==> src/rtl/pipe_pkg.sv <==
// Shared types for the elastic pipeline stage buffer.
// Payload widths default to 32/4/6 when the enclosing build does not define
// WORD_SIZE, INSTR_TYPE_SZ and ROB_ENTRY_WIDTH.
`ifndef WORD_SIZE
`define WORD_SIZE 32
`endif
`ifndef INSTR_TYPE_SZ
`define INSTR_TYPE_SZ 4
`endif
`ifndef ROB_ENTRY_WIDTH
`define ROB_ENTRY_WIDTH 6
`endif

package pipe_pkg;

  localparam int unsigned DEFAULT_DEPTH = 2;
  localparam int unsigned PTR_W         = $clog2(DEFAULT_DEPTH);
  localparam int unsigned CNT_W         = $clog2(DEFAULT_DEPTH + 1);

  typedef struct packed {
    logic [`INSTR_TYPE_SZ-1:0]   instruction_type;
    logic [`WORD_SIZE-1:0]       pc;
    logic [`WORD_SIZE-1:0]       aluResult;
    logic [`ROB_ENTRY_WIDTH-1:0] rob_id;
  } pipe_entry_t;

endpackage

==> src/rtl/pipe_stage_buffer.sv <==
// Elastic pipeline stage: circular buffer of DEPTH in-flight instructions.
// stall_out depends only on registered occupancy, so there is no combinational
// path from the downstream stall to the upstream stage.
// Optional feature macro: PIPE_STAGE_KILL_EN (adds kill_valid / kill_rob_id
// to squash stored entries by rob_id, leaving them as bubbles).
module pipe_stage_buffer
  import pipe_pkg::*;
#(
  parameter int unsigned WORD_SIZE       = `WORD_SIZE,
  parameter int unsigned INSTR_TYPE_SZ   = `INSTR_TYPE_SZ,
  parameter int unsigned ROB_ENTRY_WIDTH = `ROB_ENTRY_WIDTH,
  parameter int unsigned DEPTH           = DEFAULT_DEPTH
) (
  input  logic                         clk,
  input  logic                         reset,
  input  logic                         flush,
  input  logic                         valid,
  input  logic [INSTR_TYPE_SZ-1:0]     instruction_type,
  input  logic [WORD_SIZE-1:0]         pc,
  input  logic [WORD_SIZE-1:0]         aluResult,
  input  logic [ROB_ENTRY_WIDTH-1:0]   rob_id,
  output logic                         stall_out,
  input  logic                         stall,
  output logic                         valid_out,
  output logic [INSTR_TYPE_SZ-1:0]     instruction_type_out,
  output logic [WORD_SIZE-1:0]         pc_out,
  output logic [WORD_SIZE-1:0]         aluResult_out,
  output logic [ROB_ENTRY_WIDTH-1:0]   rob_id_out,
  output logic [$clog2(DEPTH+1)-1:0]   occupancy
`ifdef PIPE_STAGE_KILL_EN
  ,
  input  logic                         kill_valid,
  input  logic [ROB_ENTRY_WIDTH-1:0]   kill_rob_id
`endif
);

  localparam int unsigned PW = $clog2(DEPTH);
  localparam int unsigned CW = $clog2(DEPTH + 1);

  pipe_entry_t          mem_q [DEPTH];
  pipe_entry_t          mem_d [DEPTH];
  logic [DEPTH-1:0]     vld_q, vld_d;
  logic [PW-1:0]        rd_ptr_q, rd_ptr_d;
  logic [PW-1:0]        wr_ptr_q, wr_ptr_d;
  logic [CW-1:0]        cnt_q, cnt_d;
  pipe_entry_t          out_q, out_d;

  pipe_entry_t          in_entry;
  logic                 full;
  logic                 head_valid;
  logic                 push;
  logic                 pop;
  logic                 push_killed;

  // Handshake decode from registered state only.
  always_comb begin
    in_entry.instruction_type = instruction_type;
    in_entry.pc               = pc;
    in_entry.aluResult        = aluResult;
    in_entry.rob_id           = rob_id;
    full       = (cnt_q == CW'(DEPTH));
    head_valid = vld_q[rd_ptr_q];
    push       = valid & ~full;
    // A killed head is a bubble and leaves without waiting for downstream.
    pop        = (cnt_q != '0) & (~stall | ~head_valid);
  end

  // Next-state for storage, valid bits, pointers and count.
  always_comb begin
    mem_d       = mem_q;
    vld_d       = vld_q;
    rd_ptr_d    = rd_ptr_q;
    wr_ptr_d    = wr_ptr_q;
    cnt_d       = cnt_q;
    push_killed = 1'b0;

`ifdef PIPE_STAGE_KILL_EN
    for (int unsigned i = 0; i < DEPTH; i++) begin
      if (kill_valid && (mem_q[i].rob_id == kill_rob_id)) begin
        vld_d[i] = 1'b0;
      end
    end
    push_killed = kill_valid && (rob_id == kill_rob_id);
`endif

    if (pop) begin
      vld_d[rd_ptr_q] = 1'b0;
      rd_ptr_d        = rd_ptr_q + PW'(1);
    end

    // push and pop never share a slot: that needs count 0 (no pop) or full (no push).
    if (push) begin
      mem_d[wr_ptr_q] = in_entry;
      vld_d[wr_ptr_q] = ~push_killed;
      wr_ptr_d        = wr_ptr_q + PW'(1);
    end

    unique case ({push, pop})
      2'b10:   cnt_d = cnt_q + CW'(1);
      2'b01:   cnt_d = cnt_q - CW'(1);
      default: cnt_d = cnt_q;
    endcase

    // flush drops occupancy and any same-cycle push; payload storage is kept.
    if (flush) begin
      mem_d    = mem_q;
      vld_d    = '0;
      rd_ptr_d = '0;
      wr_ptr_d = '0;
      cnt_d    = '0;
    end
  end

  // Output payload register: tracks the next head, holds the last value when empty.
  always_comb begin
    out_d = out_q;
    if (cnt_d != '0) begin
      out_d = mem_d[rd_ptr_d];
    end
  end

  // State registers with synchronous active-high reset.
  always_ff @(posedge clk) begin
    if (reset) begin
      for (int unsigned i = 0; i < DEPTH; i++) begin
        mem_q[i] <= '0;
      end
      vld_q    <= '0;
      rd_ptr_q <= '0;
      wr_ptr_q <= '0;
      cnt_q    <= '0;
      out_q    <= '0;
    end else begin
      for (int unsigned i = 0; i < DEPTH; i++) begin
        mem_q[i] <= mem_d[i];
      end
      vld_q    <= vld_d;
      rd_ptr_q <= rd_ptr_d;
      wr_ptr_q <= wr_ptr_d;
      cnt_q    <= cnt_d;
      out_q    <= out_d;
    end
  end

  // Output drive.
  always_comb begin
    stall_out            = full;
    valid_out            = (cnt_q != '0) & head_valid;
    occupancy            = cnt_q;
    instruction_type_out = out_q.instruction_type;
    pc_out               = out_q.pc;
    aluResult_out        = out_q.aluResult;
    rob_id_out           = out_q.rob_id;
  end

  a_no_push_when_full: assert property (@(posedge clk) disable iff (reset) !(push && full));

endmodule

==> config.mk <==
export PLATFORM = sky130hd
export DESIGN_NAME = pipe_stage_buffer
export DESIGN_NICKNAME = d
export VERILOG_FILES = /design/src/rtl/pipe_pkg.sv /design/src/rtl/pipe_stage_buffer.sv
export SDC_FILE = /design/constraint.sdc
export NUM_CORES = 1
export LEC_CHECK = 0
export ABC_AREA = 1
export CAP_MARGIN = 20
export CORE_ASPECT_RATIO = 1.75
export CORE_MARGIN = 2
export CORE_UTILIZATION = 30
export CTS_CLUSTER_DIAMETER = 30
export DETAILED_ROUTE_END_ITERATION = 16
export DONT_BUFFER_PORTS = 1
export SYNTH_ARGS = -nofsm -noshare
export SYNTH_HDL_FRONTEND = slang
export SYNTH_SLANG_ARGS = --single-unit
export TNS_END_PERCENT = 100
==> constraint.sdc <==
create_clock -name clk -period 6.3 [get_ports clk]
set_clock_uncertainty 0.1 [all_clocks]
set_input_delay 0.63 -clock clk [delete_from_list [all_inputs] [get_ports clk]]
set_output_delay 0.63 -clock clk [all_outputs]
set_load 0.005 [all_outputs]
==> qor.yml, run 1 <==
worst_hold_path:
  hold_path_class: "in2reg"
clock_network:
  ctsResizeCount: 0
  path_clk_slew_ns: 0.06
  clockBufferDepth: 3
  post-cts-setup-buffers: 0
  cts_inserted_buffers: 44
  ctsRootBufferMaster: "clkbuf_16"
  htreeDepth: 2
  cts_hold_buf: 0
  clock_latency_ns: 0.53
  clock-sinks: 228
  cts_tree: "yes"
power:
  power.density_nw_per_um2: 379
  p_seq_frac: 0.354
  p_switching_mw: 1.18
  leakage_nw: 5.86
  p_clk_frac: 0.549
  intPower_mw: 3.42
  ir_drop_uv: 205
  p_comb_frac: 0.097
  switching_share: 0.257
grt:
  met1_usage: 0.156
  grt_pass1_wl_um: 41500
  grt_pass1_vias: 8086
  use_met3: 0.0345
  grt_max_degree: 155
  antenna_found_initial: 1
  grt_usage: 0.146
  overflow: 0
  grt_busiest_layer: "met2"
  grt_util_met2: 0.264
worst_setup_path:
  cp_slowest_cell: "buf_4"
  cp-end-kind: "register"
  rrSetupSlack_ns: 3.37
  cp-start-kind: "register"
  path_buf_inv: 5
  path_cells: "inv_1 -> nand2_1 -> nand3_1 -> nand3_4 -> buf_4 -> inv_2 -> buf_4 -> nand2_1 -> nand3_1 -> nand2_1 -> inv_1"
  arrival_ns: 3.24
  timing.rr.start: "occupancy[1]$_SDFF_PP0_"
  critPathKind: "reg2reg"
  cp_max_fo: 43
  crit_required_ns: 6.62
  cp-startpoint: "occupancy[1]$_SDFF_PP0_"
  endpoint: "pc_out[8]$_SDFFE_PP0P_"
  cp.depth: 11
  critPathMaxStageDelay_ns: 0.61
  crit_family: "simple AND/OR/NAND/NOR gates"
  reg2reg_depth: 11
  r2r-end: "pc_out[8]$_SDFFE_PP0P_"
  worst_path_most_repeated_cell: "nand2_1"
sta:
  hold-worst-slack_ns: 0.0708
  grt_setup_unrepaired: "no"
  fin_crit_ns: 2.93
  finalHoldViolations: 0
  slew_headroom: 0.330
  slew_viol_final: 0
  finalSetupTns_ns: 0
  period_share: 0.464
  worstMarginPinSlew_ns: 1.00
  setup_viol: 0
  max_freq_mhz: 342
synth:
  synth-seq-cells: 228
  synth-compound-area-share: 0.128
  syn_inst: 1548
  synth_top_family_by_area: "simple AND/OR/NAND/NOR gates"
  synth_warnings: 0
  synth-adder-area-share: 0.00121
  synth_nets: 1628
  synth-xor-area-share: 0
  synth.yosys.seq_area_share: 0.440
  yosys.area_share.simple: 0.242
  yosysUniqueCellTypes: 26
  netlist_area_sq_um: 10400
  syn_avg_cell_area_sq_um: 6.70
  synth.area.mux_share: 0
floorplan:
  start_util: 0.303
  io_pins: 157
  dieWidth_um: 145
  die_area_sq_um: 36100
  dieHeight_um: 250
  core.rowCount: 90
  core_sq_um: 34200
detailed_routing:
  antenna_left: 0
  vias: 8687
  drt_pass1_iterations: 5
  route.detailed.drc: 0
  drt_iter0_drc: 404
  drt-total-wl_um: 26200
  vias_per_cell: 4.32
  wire_per_inst_um: 13.0
finish:
  syn_to_final_growth_pct: 16.9
  drive_above_1_share: 0.0664
  utilization: 0.354
  finalInstanceArea_sq_um: 12100
  nets: 1596
outcome:
  outcome: "finished, final reports clean"
placement:
  gp_congestion: 0.774
  port_buffers: 0
  dpl.hpwl_um: 16000
  place_area_sq_um: 10500
flow_run:
  cap_violations: 0
synthesized netlist by cell type, drive strengths merged:
master	number	area share
and3	1	0.00060
dfxtp	228	0.44
nor2	154	0.057
a21oi	7	0.0034
nand2	385	0.14
inv	380	0.14
nand4	3	0.0024
o21ai	148	0.072
ha	1	0.0012
o21a	72	0.052
nand3	82	0.041
clkbuf	24	0.0087
buf	62	0.043
clkinv	1	0.00036
logic make-up (layout without fill, tap and decap cells):
| family | after synthesis | after routing |
|---|---|---|
| buf+inv | 467 | 470 |
| flops | 228 | 228 |
| fa+ha+maj | 1 | 1 |
| other cells | 0 | 1 |
| compound gates | 227 | 227 |
| simple gates | 625 | 625 |
worst min path at each step:
| stage | start | endpoint | slack, ns | cells after the start |
|---|---|---|---|---|
| floorplan | vld_q[1]$_SDFF_PP0_ | vld_q[1]$_SDFF_PP0_ | 0.34 | 2 |
| global placement | vld_q[1]$_SDFF_PP0_ | vld_q[1]$_SDFF_PP0_ | 0.35 | 2 |
| detailed placement | vld_q[1]$_SDFF_PP0_ | vld_q[1]$_SDFF_PP0_ | 0.36 | 2 |
| CTS | reset | mem_q[53]$_SDFF_PP0_ | 0.05 | 1 |
| global route | reset | mem_q[53]$_SDFF_PP0_ | 0.05 | 1 |
| finish | reset | mem_q[127]$_SDFF_PP0_ | 0.07 | 1 |
worst reg2reg max path, cell delays in order, from the launching register on:
cell,delay [ns]
dfxtp_1,0.44
inv_1,0.10
nand2_1,0.11
nand3_1,0.21
nand3_4,0.48
buf_4,0.61
inv_2,0.08
buf_4,0.30
nand2_1,0.15
nand3_1,0.11
nand2_1,0.09
inv_1,0.03
layout make-up:
type	count	area [sq um]
sequential	228	4560
clock inverter	29	402
antenna	1	2.50
inverter	381	1440
clock buffer	52	1210
fill	3699	22100
tap	460	576
timing repair buffer	8	80.1
multi-input combinational	853	3860
sequential cells by signal, summed over array words and instances, names as in the netlist:
register,count
wr_ptr_q,1
mem_q,148
instruction_type_out,4
aluResult_out,32
vld_q,2
pc_out,32
rd_ptr_q,1
occupancy,2
rob_id_out,6
per-layer routing:
metal	vias up	routed length, um
met3	54	1480
met4	0	991
li1	4528	-
met1	3923	10500
met5	-	0
met2	182	13200
stage by stage:
step | setup slack, ns | power [mW] | instances
after floorplan | 3.96 | 2.01 | 1548
after global placement | 2.86 | 2.09 | 1929
after detailed placement | 2.73 | 2.10 | 1929
after CTS | 2.81 | 4.66 | 2010
after global routing | 3.03 | 4.81 | 2012
final | 3.37 | 4.59 | 2012
power by group through the flow:
stage | Clock, mW | Sequential (mW) | Combinational (mW)
floorplan | 0 | 1.63 | 0.384
finish | 2.52 | 1.63 | 0.444
CTS | 2.58 | 1.63 | 0.446
global placement | 0 | 1.66 | 0.435
global route | 2.64 | 1.64 | 0.522
detailed placement | 0 | 1.66 | 0.443
cells in the final DEF (no fill, tap or decap), types with 2 or more instances in the layout:
master / n
a21oi_1: 7
buf_4: 7
bufinv_16: 8
clkbuf_16: 45
clkbuf_8: 6
clkinv_2: 6
clkinv_4: 5
clkinvlp_4: 4
dfxtp_1: 228
inv_1: 374
inv_2: 5
inv_4: 2
inv_6: 4
inv_8: 2
nand2_1: 383
nand2_4: 2
nand3_1: 80
nand3_4: 2
nand4_1: 2
nor2_1: 153
o21a_1: 72
o21ai_0: 76
o21ai_1: 70
o21ai_2: 2
(Power assumes the default switching activity.)
==> run 2, diff against run 1 <==
==> constraint.sdc (replaced) <==
create_clock -name clk -period 2.8 [get_ports clk]
set_clock_uncertainty 0.1 [all_clocks]
set_input_delay 0.28 -clock clk [delete_from_list [all_inputs] [get_ports clk]]
set_output_delay 0.28 -clock clk [all_outputs]
set_load 0.005 [all_outputs]
==> qor.yml, run 2 (synthesized netlist as in run 1, its figures left out) <==
power:
  power.density_nw_per_um2: 766  # was 379 nW/um^2
  leakage_nw: 6.24  # was 5.86 nW
  finalPower_mw: 9.93  # was 4.59 mW
  ir_drop_uv: 476  # was 205 uV
worst_setup_path:
  arrival_ns: 2.91  # was 3.24 ns
  path_cells: "inv_2 -> nand2_4 -> inv_4 -> nor2_8 -> nand3_4 -> buf_12 -> o21ai_1 -> inv_1 -> nor2_1 -> dlygate4sd3_1"  # was inv_1 -> nand2_1 -> nand3_1 -> nand3_4 -> buf_4 -> inv_2 -> buf_4 -> nand2_1 -> nand3_1 -> nand2_1 -> inv_1
  cp-end-kind: "register"  # unchanged
  critPathMaxStageDelay_ns: 0.56  # was 0.61 ns
  path_buf_inv: 5  # unchanged
  reg2reg_depth: 10  # was 11
  cp_max_fo: 80  # was 43
  r2r-end: "mem_q[127]$_SDFF_PP0_"  # was pc_out[8]$_SDFFE_PP0P_
  crit_family: "buffers and inverters"  # was simple AND/OR/NAND/NOR gates
  crit_required_ns: 3.15  # was 6.62 ns
  critPathKind: "reg2reg"  # unchanged
  timing.rr.start: "occupancy[0]$_SDFF_PP0_"  # was occupancy[1]$_SDFF_PP0_
  cp_slowest_cell: "dlygate4sd3_1"  # was buf_4
  rrSetupSlack_ns: 0.24  # was 3.37 ns
  cp-start-kind: "register"  # unchanged
clock_network:
  ctsRootBufferMaster: "clkbuf_16"  # unchanged
  path_clk_slew_ns: 0.05  # was 0.06 ns
  clockBufferDepth: 3  # unchanged
  clock-sinks: 228  # unchanged
  cts_inserted_buffers: 41  # was 44
  clock_latency_ns: 0.52  # was 0.53 ns
  htreeDepth: 2  # unchanged
  ctsResizeCount: 0  # unchanged
  cts_tree: "yes"  # unchanged
finish:
  mostFrequentLayoutCell: "nand2_1"  # unchanged
  fillers: 3595  # was 3,699
  largest_reg_flops: 148  # unchanged
  utilization: 0.379  # was 0.354
  finalInstanceArea_sq_um: 13000  # was 12,100 sq um
  drive_above_1_share: 0.0593  # was 0.0664
  fin_cells: 2096  # was 2,012
  multiInputGateArea_sq_um: 3860  # unchanged
  nets: 1685  # was 1,596
  antennaDiodeCount: 0  # was 1
  regMostFlops: "mem_q"  # unchanged
  layout_common_cells: "nand2_1 (383), inv_1 (374), dfxtp_1 (228)"  # unchanged
  regArea_sq_um: 4560  # unchanged
  syn_to_final_growth_pct: 25.1  # was 16.9%
detailed_routing:
  vias_per_cell: 4.30  # was 4.32
  antenna_left: 0  # unchanged
  route.detailed.drc: 0  # unchanged
  drt-total-wl_um: 26100  # was 26,200 um
  drt_pass1_iterations: 4  # was 5
  vias: 9003  # was 8,687
  drt_iter0_drc: 298  # was 404
  wire_per_inst_um: 12.5  # was 13.0 um
outcome:
  outcome: "finished, final reports clean"  # unchanged
grt:
  grt_pass1_wl_um: 42800  # was 41,500 um
  grt_max_degree: 139  # was 155
  antenna_found_initial: 0  # was 1
  grt_usage: 0.147  # was 0.146
  overflow: 0  # unchanged
  grt_pass1_vias: 8737  # was 8,086
floorplan:
  dieHeight_um: 250  # unchanged
  core_sq_um: 34200  # unchanged
  start_util: 0.303  # unchanged
  die_area_sq_um: 36100  # unchanged
  core.rowCount: 90  # unchanged
  io_pins: 157  # unchanged
  dieWidth_um: 145  # unchanged
placement:
  place_area_sq_um: 10700  # was 10,500 sq um
  port_buffers: 0  # unchanged
  dp_slack_ns: 0.345  # was 2.73 ns
  place_inst: 1935  # was 1,929
  gp_congestion: 0.791  # was 0.774
  dpl.hpwl_um: 15800  # was 16,000 um
worst_hold_path:
  hold_path_end: "pc_out[1]$_SDFFE_PP0P_"  # was mem_q[127]$_SDFF_PP0_
  min-delay-start: "flush"  # was reset
  hold_path_class: "in2reg"  # unchanged
  whs_path_depth: 4  # was 1
sta:
  finalHoldViolations: 0  # unchanged
  period_share: 0.915  # was 0.464
  hold-worst-slack_ns: 0.0162  # was 0.0708 ns
  grt_setup_unrepaired: "no"  # unchanged
  fin_crit_ns: 2.56  # was 2.93 ns
  fin_ws_ns: 0.239  # was 3.37 ns
  slew_headroom: 0.511  # was 0.330
  setup_viol: 0  # unchanged
  worstMarginPinSlew_ns: 0.733  # was 1.00 ns
  slew_viol_final: 0  # unchanged
  max_freq_mhz: 390  # was 342 MHz
  finalSetupTns_ns: 0  # unchanged
flow_run:
  cap_violations: 0  # unchanged
[run 2: changes by cell type in the layout (fill, tap and decap cells not counted), sizes merged, moves of 2 or more]
cell         before  now
dlygate4sd3       0   86
bufinv            8    5
clkinv           11    6
buf               8   14
clkbuf           52   54
[run 2: power breakdown]
group	total, mW	switching (mW)	internal [mW]
Clock	5.11	1.70	3.41
Combinational	1.15	0.714	0.441
Sequential	3.67	0.169	3.50
[run 2: worst reg2reg max path, delay by kind of cell (launching register included)]
family | cells | cell delay [ns]
buf+inv | 5 | 1.04
flops | 1 | 0.41
compound gates | 1 | 0.38
simple gates | 4 | 0.55
[run 2: timing repair]
item,CTS,global route
setup endpoints to repair,0,0
hold buffers,87,0
buffers inserted,0,0
hold endpoints to repair,156,0
[run 2: how the worst max path moves through the flow]
stage               slack (ns)  depth (start not counted)               startpoint                                    to
global route              0.04                         13  occupancy[0]$_SDFF_PP0_            rob_id_out[3]$_SDFFE_PP0P_
floorplan                 0.63                         16  occupancy[0]$_SDFF_PP0_  instruction_type_out[0]$_SDFFE_PP0P_
detailed placement        0.34                         13  occupancy[0]$_SDFF_PP0_  instruction_type_out[1]$_SDFFE_PP0P_
CTS                       0.33                         10  occupancy[0]$_SDFF_PP0_                 mem_q[126]$_SDFF_PP0_
finish                    0.24                         10  occupancy[0]$_SDFF_PP0_                 mem_q[127]$_SDFF_PP0_
global placement          0.42                         16  occupancy[0]$_SDFF_PP0_                pc_out[0]$_SDFFE_PP0P_
[run 2: per-layer routing]
layer,global-route usage,part of all wire,up-vias
met1,0.162,0.41,4087
met5,0,0,-
met4,0.0605,0.034,0
met3,0.0303,0.048,50
met2,0.268,0.51,176
li1,-,-,4690
[run 2: cell type report]
class	instances	area share
clock buffer	54	0.0900
tap	460	0.0444
timing repair buffer	100	0.0856
clock inverter	20	0.0204
inverter	381	0.111
sequential	228	0.352
multi-input combinational	853	0.297
